<file path="config.mk">
export PLATFORM = sky130hd
export DESIGN_NAME = mem_port_arbiter
export DESIGN_NICKNAME = d
export VERILOG_FILES = /design/src/rtl/mem_port_arbiter.sv
export SDC_FILE = /design/constraint.sdc
export NUM_CORES = 1
export LEC_CHECK = 0
export ABC_CLOCK_PERIOD_IN_PS = 5400
export CORE_MARGIN = 2
export CORE_UTILIZATION = 39
export CTS_CLUSTER_DIAMETER = 50
export DETAILED_ROUTE_END_ITERATION = 8
export PLACE_DENSITY = 0.86
export SLEW_MARGIN = 40
export SYNTH_ARGS = -nofsm -noshare
export SYNTH_HDL_FRONTEND = slang
export SYNTH_SLANG_ARGS = --single-unit
</file>
<file path="constraint.sdc">
create_clock -name clk -period 5.4 [get_ports clk]
set_clock_uncertainty 0.05 [all_clocks]
set_input_delay 0.54 -clock clk [delete_from_list [all_inputs] [get_ports clk]]
set_output_delay 0.54 -clock clk [all_outputs]
set_load 0.02 [all_outputs]
</file>
<file path="src/rtl/mem_port_arbiter.sv">
// Arbitrates the shared instruction/data memory between the CPU datapath and the loader port.
// Each access is a fixed-latency transaction: grant, MEM_LAT held memory cycles, then a one-cycle ready.
`timescale 1ns/1ps
module mem_port_arbiter #(
  parameter int AW      = 32,
  parameter int DW      = 32,
  parameter int MEM_LAT = 2,
  parameter int CPU_PRI = 0
) (
  input  logic          clk,
  input  logic          rst,
  input  logic          cpu_req,
  input  logic          cpu_we,
  input  logic [AW-1:0] cpu_addr,
  input  logic [DW-1:0] cpu_wdata,
  output logic [DW-1:0] cpu_rdata,
  output logic          cpu_ready,
  input  logic          ldr_req,
  input  logic          ldr_we,
  input  logic [AW-1:0] ldr_addr,
  input  logic [DW-1:0] ldr_wdata,
  output logic [DW-1:0] ldr_rdata,
  output logic          ldr_ready,
  output logic          mem_en,
  output logic          mem_we,
  output logic [AW-1:0] mem_addr,
  output logic [DW-1:0] mem_wdata,
  input  logic [DW-1:0] mem_rdata,
  output logic [1:0]    grant
);

  typedef enum logic [1:0] {IDLE, ACCESS, RESP} state_t;

  localparam logic [3:0] CNT_INIT = 4'(MEM_LAT - 1);

  state_t     state, state_nxt;
  logic [3:0] cnt;
  logic       last_owner;  // 1 = loader owned the previous access
  logic       own_ldr;
  logic       lat_we;
  logic       start;
  logic       pick_ldr;

  always_comb begin
    state_nxt = state;
    start     = 1'b0;
    // Loader wins if alone, or under round-robin when the CPU had the last turn.
    pick_ldr  = ldr_req && (!cpu_req || ((CPU_PRI == 0) && !last_owner));
    case (state)
      IDLE: begin
        if (cpu_req || ldr_req) begin
          start     = 1'b1;
          state_nxt = ACCESS;
        end
      end
      ACCESS: if (cnt == 4'd0) state_nxt = RESP;
      RESP:   state_nxt = IDLE;
      default: state_nxt = IDLE;
    endcase
  end

  // Enables decode straight from state so an asynchronous reset drops them at once.
  assign mem_en = (state == ACCESS);
  assign mem_we = (state == ACCESS) && (cnt == 4'd0) && lat_we;

  always_ff @(posedge clk or negedge rst) begin
    if (!rst) begin
      state      <= IDLE;
      cnt        <= 4'd0;
      last_owner <= 1'b1;
      own_ldr    <= 1'b0;
      lat_we     <= 1'b0;
      grant      <= 2'b00;
      mem_addr   <= '0;
      mem_wdata  <= '0;
      cpu_rdata  <= '0;
      ldr_rdata  <= '0;
      cpu_ready  <= 1'b0;
      ldr_ready  <= 1'b0;
    end else begin
      state <= state_nxt;
      case (state)
        IDLE: begin
          if (start) begin
            own_ldr   <= pick_ldr;
            grant     <= pick_ldr ? 2'b10 : 2'b01;
            mem_addr  <= pick_ldr ? ldr_addr  : cpu_addr;
            mem_wdata <= pick_ldr ? ldr_wdata : cpu_wdata;
            lat_we    <= pick_ldr ? ldr_we    : cpu_we;
            cnt       <= CNT_INIT;
          end
        end
        ACCESS: begin
          if (cnt == 4'd0) begin
            if (!lat_we) begin
              if (own_ldr) ldr_rdata <= mem_rdata;
              else         cpu_rdata <= mem_rdata;
            end
            cpu_ready <= !own_ldr;
            ldr_ready <= own_ldr;
          end else begin
            cnt <= cnt - 4'd1;
          end
        end
        RESP: begin
          cpu_ready  <= 1'b0;
          ldr_ready  <= 1'b0;
          last_owner <= own_ldr;
          grant      <= 2'b00;
        end
        default: ;
      endcase
    end
  end

endmodule
</file>
======== Word-level counts from Yosys, hierarchy flattened ========
Index checks and enable logic that the tools add are counted.
storage, ports and cells
  register bits ........................... 141
  output and inout bits ................... 134
cells by class
  add/sub/neg operators ................... 1
  equality and inequality tests ........... 6
  muxes and demuxes ....................... 18
  bitwise gates (word level) .............. 2
  reduce and logical (&&, ||, !) cells .... 20
operators with widths
  kind                                                                      count
  32-bit 2-to-1 mux                                                         2
  2-bit 2-to-1 mux                                                          4
  4-bit 2-to-1 mux                                                          2
  2-bit case mux with 2 select lines                                        2
  4-bit case mux with 2 select lines                                        1
  2-bit AND reduction                                                       4
  4-bit AND reduction                                                       2
  2-bit inequality test (second input constant)                             3
  2-bit nonzero test                                                        3
  1-bit 2-to-1 mux                                                          5
  4-bit logical NOT                                                         1
  1-bit case mux with 2 select lines                                        2
  4-bit by 1-bit subtractor with 4-bit output (second input constant)       1
  1-bit logical AND                                                         3
  1-bit logical NOT                                                         3
  3-bit AND reduction                                                       1
  2-bit by 1-bit equality test with 1-bit output (second input constant)    1
  2-bit equality test (second input constant)                               1
  2-bit logical NOT                                                         1
  1-bit logical OR                                                          2
  2-bit by 1-bit inequality test with 1-bit output (second input constant)  1
  1-bit NOT                                                                 2

======== Depth between registers and ports, before layout ========
  depth in word-level cells ............... 6
  gate-level depth with buffers ........... 6
  mapped depth without buffers ............ 5

======== Least setup slack after synthesis ========
OpenSTA, ideal clock, no wires.
  path type ............................... reg2out
  from .................................... reg cnt[0]
  to ...................................... out mem_we
  arrival ................................. 1247 ps
  slack ................................... 3563 ps
  stages on the path, launching flop included .. 5
  buffers on the path ..................... 0
  path through ............................ dfrtp_1 > inv_1 > ha_1 > nor3b_4 > and3_1
between the ends
  cells in the longest elaborated chain, start to end .. 3
RTL lines
  what                             RTL line  text
  start: declaration               37        logic [3:0] cnt;
  start signal: assignment         102       cnt <= cnt - 4'd1;
  4-bit logical NOT                64        assign mem_we = (state == ACCESS) && (cnt == 4'd0) && lat_we;
  1-bit logical AND (2 in series)  64
  end: declaration                 25        output logic mem_we,
No other way between the ends.

======== Worst setup path in the final report ========
Ends and elaborated chain as after synthesis.

==> impl_results.html <==
<table>
<tr><th>Metric</th><th>Value</th></tr>
<tr><th colspan="2">STA</th></tr>
<tr><td>Count of endpoints failing hold in the final timing report</td><td>0</td></tr>
<tr><td>Share of the cycle needed by the critical path after routing</td><td>0.5497</td></tr>
<tr><td>Setup repair after global routing missed its margin</td><td>false</td></tr>
<tr><td>Setup TNS</td><td>0 ns</td></tr>
<tr><td>Fmax</td><td>336.9 MHz</td></tr>
<tr><td>Final critical-path required period</td><td>2.968 ns</td></tr>
<tr><td>Max Transition Viols Final</td><td>0</td></tr>
<tr><td>Transition time of the tightest slew-check pin</td><td>0.7602 ns</td></tr>
<tr><td>Slew margin rel.</td><td>0.4932</td></tr>
<tr><td>Final setup violation count</td><td>0</td></tr>
<tr><th colspan="2">Route</th></tr>
<tr><td>Post-DRT Antenna Nets</td><td>0</td></tr>
<tr><td>Routed wire length per instance</td><td>between 15 and 20 um</td></tr>
<tr><td>DRT Wirelength</td><td>17310 um</td></tr>
<tr><td>Number of iterations in the first detailed-routing pass</td><td>6</td></tr>
<tr><td>First-iteration detailed-routing DRC count</td><td>233</td></tr>
<tr><td>Via total after detailed routing</td><td>4842</td></tr>
<tr><td>Post-detailed-route via-to-cell ratio</td><td>between 5 and 6</td></tr>
<tr><td>Total DRC errors in the routed layout</td><td>1</td></tr>
<tr><th colspan="2">CTS</th></tr>
<tr><td>Setup repair bufs after CTS</td><td>0</td></tr>
<tr><td>Number of buffers added by the clock tree synthesis step</td><td>17</td></tr>
<tr><td>Clock latency reported for the late side of the worst-skew pair</td><td>a little over 0.4 ns</td></tr>
<tr><td>Maximum clock path buffer count</td><td>2</td></tr>
<tr><td>Sink count of the clock tree</td><td>141</td></tr>
<tr><td>Number of buffers inserted for hold repair after clock tree synthesis</td><td>0</td></tr>
<tr><td>Maximum level of the CTS H-tree</td><td>4</td></tr>
<tr><td>Count of cells resized by post-cts repair</td><td>0</td></tr>
<tr><td>Clock edge transition at the registers on the reported setup and hold paths</td><td>approximately 0.060 ns</td></tr>
<tr><td>Clock tree from TritonCTS</td><td>yes</td></tr>
<tr><td>Clock tree root driver cell</td><td>sky130_fd_sc_hd__clkbuf_16</td></tr>
<tr><th colspan="2">Floorplanning</th></tr>
<tr><td>Floorplan core area</td><td>14640 um^2</td></tr>
<tr><td>Vert. Die Dim</td><td>between 100 and 150 um</td></tr>
<tr><td>Starting density of the core</td><td>0.4008</td></tr>
<tr><td>Num ports</td><td>300</td></tr>
<tr><td>Overall die area</td><td>16050 um^2</td></tr>
<tr><td>Number of core rows</td><td>between 40 and 50</td></tr>
<tr><td>Die span in x</td><td>126.7 um</td></tr>
<tr><th colspan="2">Global route</th></tr>
<tr><td>Pin count of the biggest net entering global routing</td><td>86</td></tr>
<tr><td>Number of global-route vias before repair</td><td>5155</td></tr>
<tr><td>Grt total ovfl</td><td>0</td></tr>
<tr><td>Number of antenna violations at the first check in global routing</td><td>0</td></tr>
<tr><td>Global-route wire length before repair</td><td>27380 um</td></tr>
<tr><td>GR Util All Layers</td><td>0.2179</td></tr>
<tr><th colspan="2">Critical path</th></tr>
<tr><td>Capture instance of the worst register-to-register path</td><td>mem_addr[11]$_DFFE_PN0P_</td></tr>
<tr><td>Worst EP required</td><td>4.81 ns</td></tr>
<tr><td>Type of element launching the critical path</td><td>flop</td></tr>
<tr><td>Largest fanout of any net on the critical path</td><td>8</td></tr>
<tr><td>Cell depth of the worst flop-to-flop path</td><td>5</td></tr>
<tr><td>Kind of critical path</td><td>flop to output pin</td></tr>
<tr><td>Type of destination of the critical path</td><td>output pin</td></tr>
<tr><td>Reg2Reg Setup Slack</td><td>about 2.6 ns</td></tr>
<tr><td>CP Data Arrival Time</td><td>2.38 ns</td></tr>
<tr><td>FF-to-FF Start</td><td>state[0]$_DFFE_PN0P_</td></tr>
<tr><th colspan="2">Synthesis</th></tr>
<tr><td>Combined area of all synthesized cells</td><td>5869 um^2</td></tr>
<tr><td>Number of synthesized register bits</td><td>141</td></tr>
<tr><td>EDFF count, synth</td><td>0</td></tr>
<tr><td>Most used DFF post-synth</td><td>sky130_fd_sc_hd__dfrtp_1</td></tr>
<tr><td>Mean post-synth cell area</td><td>13.97 um^2</td></tr>
<tr><td>Library cell with the highest instance count after synthesis</td><td>sky130_fd_sc_hd__dfrtp_1</td></tr>
<tr><td>Share of async-settable or async-resettable flops after synthesis</td><td>1.000</td></tr>
<tr><td>Synth warn</td><td>0</td></tr>
<tr><td>Nets in the synthesized netlist</td><td>587</td></tr>
<tr><td>Cell type with the largest total area after synthesis</td><td>sky130_fd_sc_hd__dfrtp_1</td></tr>
<tr><td>Number of instances in the synthesized netlist</td><td>420</td></tr>
<tr><td>Top cells by area, synth</td><td>sky130_fd_sc_hd__dfrtp_1 60%, sky130_fd_sc_hd__mux2_2 12%, sky130_fd_sc_hd__a221o_1 11%</td></tr>
<tr><td>Yosys cell types</td><td>31</td></tr>
<tr><td>Area share of the leading cell type in the synthesized netlist</td><td>0.5969</td></tr>
<tr><td>Seq/Total Area, Yosys</td><td>0.6014</td></tr>
<tr><td>Commonest cells in the netlist</td><td>140 x sky130_fd_sc_hd__dfrtp_1, 67 x sky130_fd_sc_hd__a21boi_0, 65 x sky130_fd_sc_hd__a221o_1, 62 x sky130_fd_sc_hd__mux2_2, 22 x sky130_fd_sc_hd__buf_2</td></tr>
<tr><th colspan="2">Power</th></tr>
<tr><td>Cell-internal power</td><td>3843 uW</td></tr>
<tr><td>Share of total power consumed by net switching</td><td>0.3632</td></tr>
<tr><td>Combinational fraction of design power</td><td>0.499</td></tr>
<tr><td>Final Power</td><td>between 6000 and 7000 uW</td></tr>
<tr><td>Net switching power</td><td>between 2000 and 2500 uW</td></tr>
<tr><td>Peak ir drop on the vdd network</td><td>~0.26 mV</td></tr>
<tr><td>Part of the total power dissipated in the clock network</td><td>0.187</td></tr>
<tr><td>Power density cells</td><td>between 600 and 700 nW/um^2</td></tr>
<tr><td>Sequential share of power</td><td>0.314</td></tr>
<tr><td>Leakage</td><td>0.003938 uW</td></tr>
<tr><th colspan="2">Min path</th></tr>
<tr><td>Kind of path behind the tightest hold check</td><td>input pin to async pin</td></tr>
<tr><th colspan="2">Final layout</th></tr>
<tr><td>Syn-to-layout area delta</td><td>62.74%</td></tr>
<tr><td>Diode count</td><td>0</td></tr>
<tr><td>Fin nets</td><td>872</td></tr>
<tr><td>Post-route cell area</td><td>9552 um^2</td></tr>
<tr><td>Fill count</td><td>a little over 1000</td></tr>
<tr><td>Ratio of cells with drive above 1 in the final layout</td><td>0.1453</td></tr>
<tr><th colspan="2">Placed design</th></tr>
<tr><td>Routability-driven placement congestion ratio</td><td>0.7744</td></tr>
<tr><td>Post-place instance area</td><td>8970 um^2</td></tr>
<tr><td>Count of port buffers added during placement</td><td>299</td></tr>
<tr><td>HPWL Detailed</td><td>12180 um</td></tr>
<tr><th colspan="2">Run status</th></tr>
<tr><td>Result of the run</td><td>complete, but fails checks</td></tr>
<tr><td>Violations in the final reports</td><td>design-rule violations</td></tr>
<tr><th colspan="2">Flow run</th></tr>
<tr><td>Count of maximum capacitance violations</td><td>0</td></tr>
</table>
-- cells by family (layout without fill, tap and decap cells) --
family | after synthesis | count (layout) | synth area share
buffers and inverters | 41 | 337 | 0.03240
adders and majority gates | 1 | 1 | 0.002131
AOI/OAI and AO/OA | 141 | 141 | 0.2055
muxes | 67 | 67 | 0.1283
DFF | 141 | 141 | 0.6014
and+or+nand+nor | 29 | 29 | 0.03027
-- per-stage QoR --
stage,utilization,hold slack [ns],cells,worst slack [ns]
6_report,0.6523,0.1226,900,2.432
5_1_grt,0.6523,0.1705,900,2.288
3_3_place_gp,0.6115,0.4295,870,2.701
3_5_place_dp,0.6125,0.4339,870,2.662
2_1_floorplan,-,0.1944,420,3.563
4_1_cts,0.6516,0.1618,900,2.446
-- state kept, by name (all words and copies together), names as in the netlist --
signal      flops
cnt             4
own_ldr         1
ldr_ready       1
last_owner      1
mem_wdata      32
cpu_rdata      32
state           2
ldr_rdata      32
grant           2
cpu_ready       1
lat_we          1
mem_addr       32
-- power by group through the flow --
stage               Clock [uW]  Sequential (uW)  Combinational, uW
floorplan                    0             2460               1010
global placement             0             1870               2930
detailed placement           0             1900               3020
CTS                       1160             1900               3040
global route              1200             1960               3190
finish                    1130             1900               3010
-- per-layer routing --
layer | GRT usage | vias up | part of all wire
li1 | - | 2185 | -
met4 | 0.08403 | 0 | 0.026
met3 | 0.07592 | 24 | 0.083
met5 | 0 | - | 0
met1 | 0.2475 | 2401 | 0.39
met2 | 0.3790 | 232 | 0.50
-- worst max path at each step --
stage,endpoint,from,slack (ns)
3_3_place_gp,ldr_rdata[6]$_DFFE_PN0P_,cnt[0]$_DFFE_PN0P_,2.70
4_1_cts,mem_we,cnt[0]$_DFFE_PN0P_,2.45
2_1_floorplan,mem_we,cnt[0]$_DFFE_PN0P_,3.56
6_report,mem_we,cnt[0]$_DFFE_PN0P_,2.43
5_1_grt,mem_we,cnt[0]$_DFFE_PN0P_,2.29
3_5_place_dp,mem_addr[12]$_DFFE_PN0P_,state[0]$_DFFE_PN0P_,2.66
-- worst max-delay path, cell delays in order (launching register included) --
cell and delay [ns]:
sky130_fd_sc_hd__dfrtp_1 0.40, sky130_fd_sc_hd__inv_1 0.08, sky130_fd_sc_hd__ha_1 0.22, sky130_fd_sc_hd__nor3b_4 0.43, sky130_fd_sc_hd__and3_1 0.22, sky130_fd_sc_hd__clkdlybuf4s50_1 0.62
-- cell usage in the layout, fill, tap and decap left out, types with 4 or more instances in the layout --
cell | Yosys | final
sky130_fd_sc_hd__a21boi_0 | 67 | 67
sky130_fd_sc_hd__dfrtp_1 | 140 | 140
sky130_fd_sc_hd__mux2_1 | 4 | 4
sky130_fd_sc_hd__clkbuf_16 | 0 | 17
sky130_fd_sc_hd__mux2_2 | 62 | 62
sky130_fd_sc_hd__nand2_1 | 5 | 5
sky130_fd_sc_hd__nor2_1 | 6 | 5
sky130_fd_sc_hd__a221o_1 | 65 | 65
sky130_fd_sc_hd__inv_1 | 4 | 4
sky130_fd_sc_hd__nand2b_1 | 5 | 5
sky130_fd_sc_hd__clkdlybuf4s50_1 | 0 | 298
sky130_fd_sc_hd__o21ai_0 | 4 | 4
-- final cells by class --
| cell class | count | area (um^2) | share of cell area |
|---|---|---|---|
| clock buffers | 21 | 460.4 | 0.04821 |
| flip-flops and latches | 141 | 3530 | 0.3695 |
| repair buffers | 302 | 3019 | 0.3161 |
| inverters | 5 | 18.77 | 0.001965 |
| well taps | 184 | 230.2 | 0.02410 |
| clock inverters | 9 | 111.4 | 0.01166 |
| multi-input cells | 238 | 2182 | 0.2285 |
(Power assumes the default switching activity.)
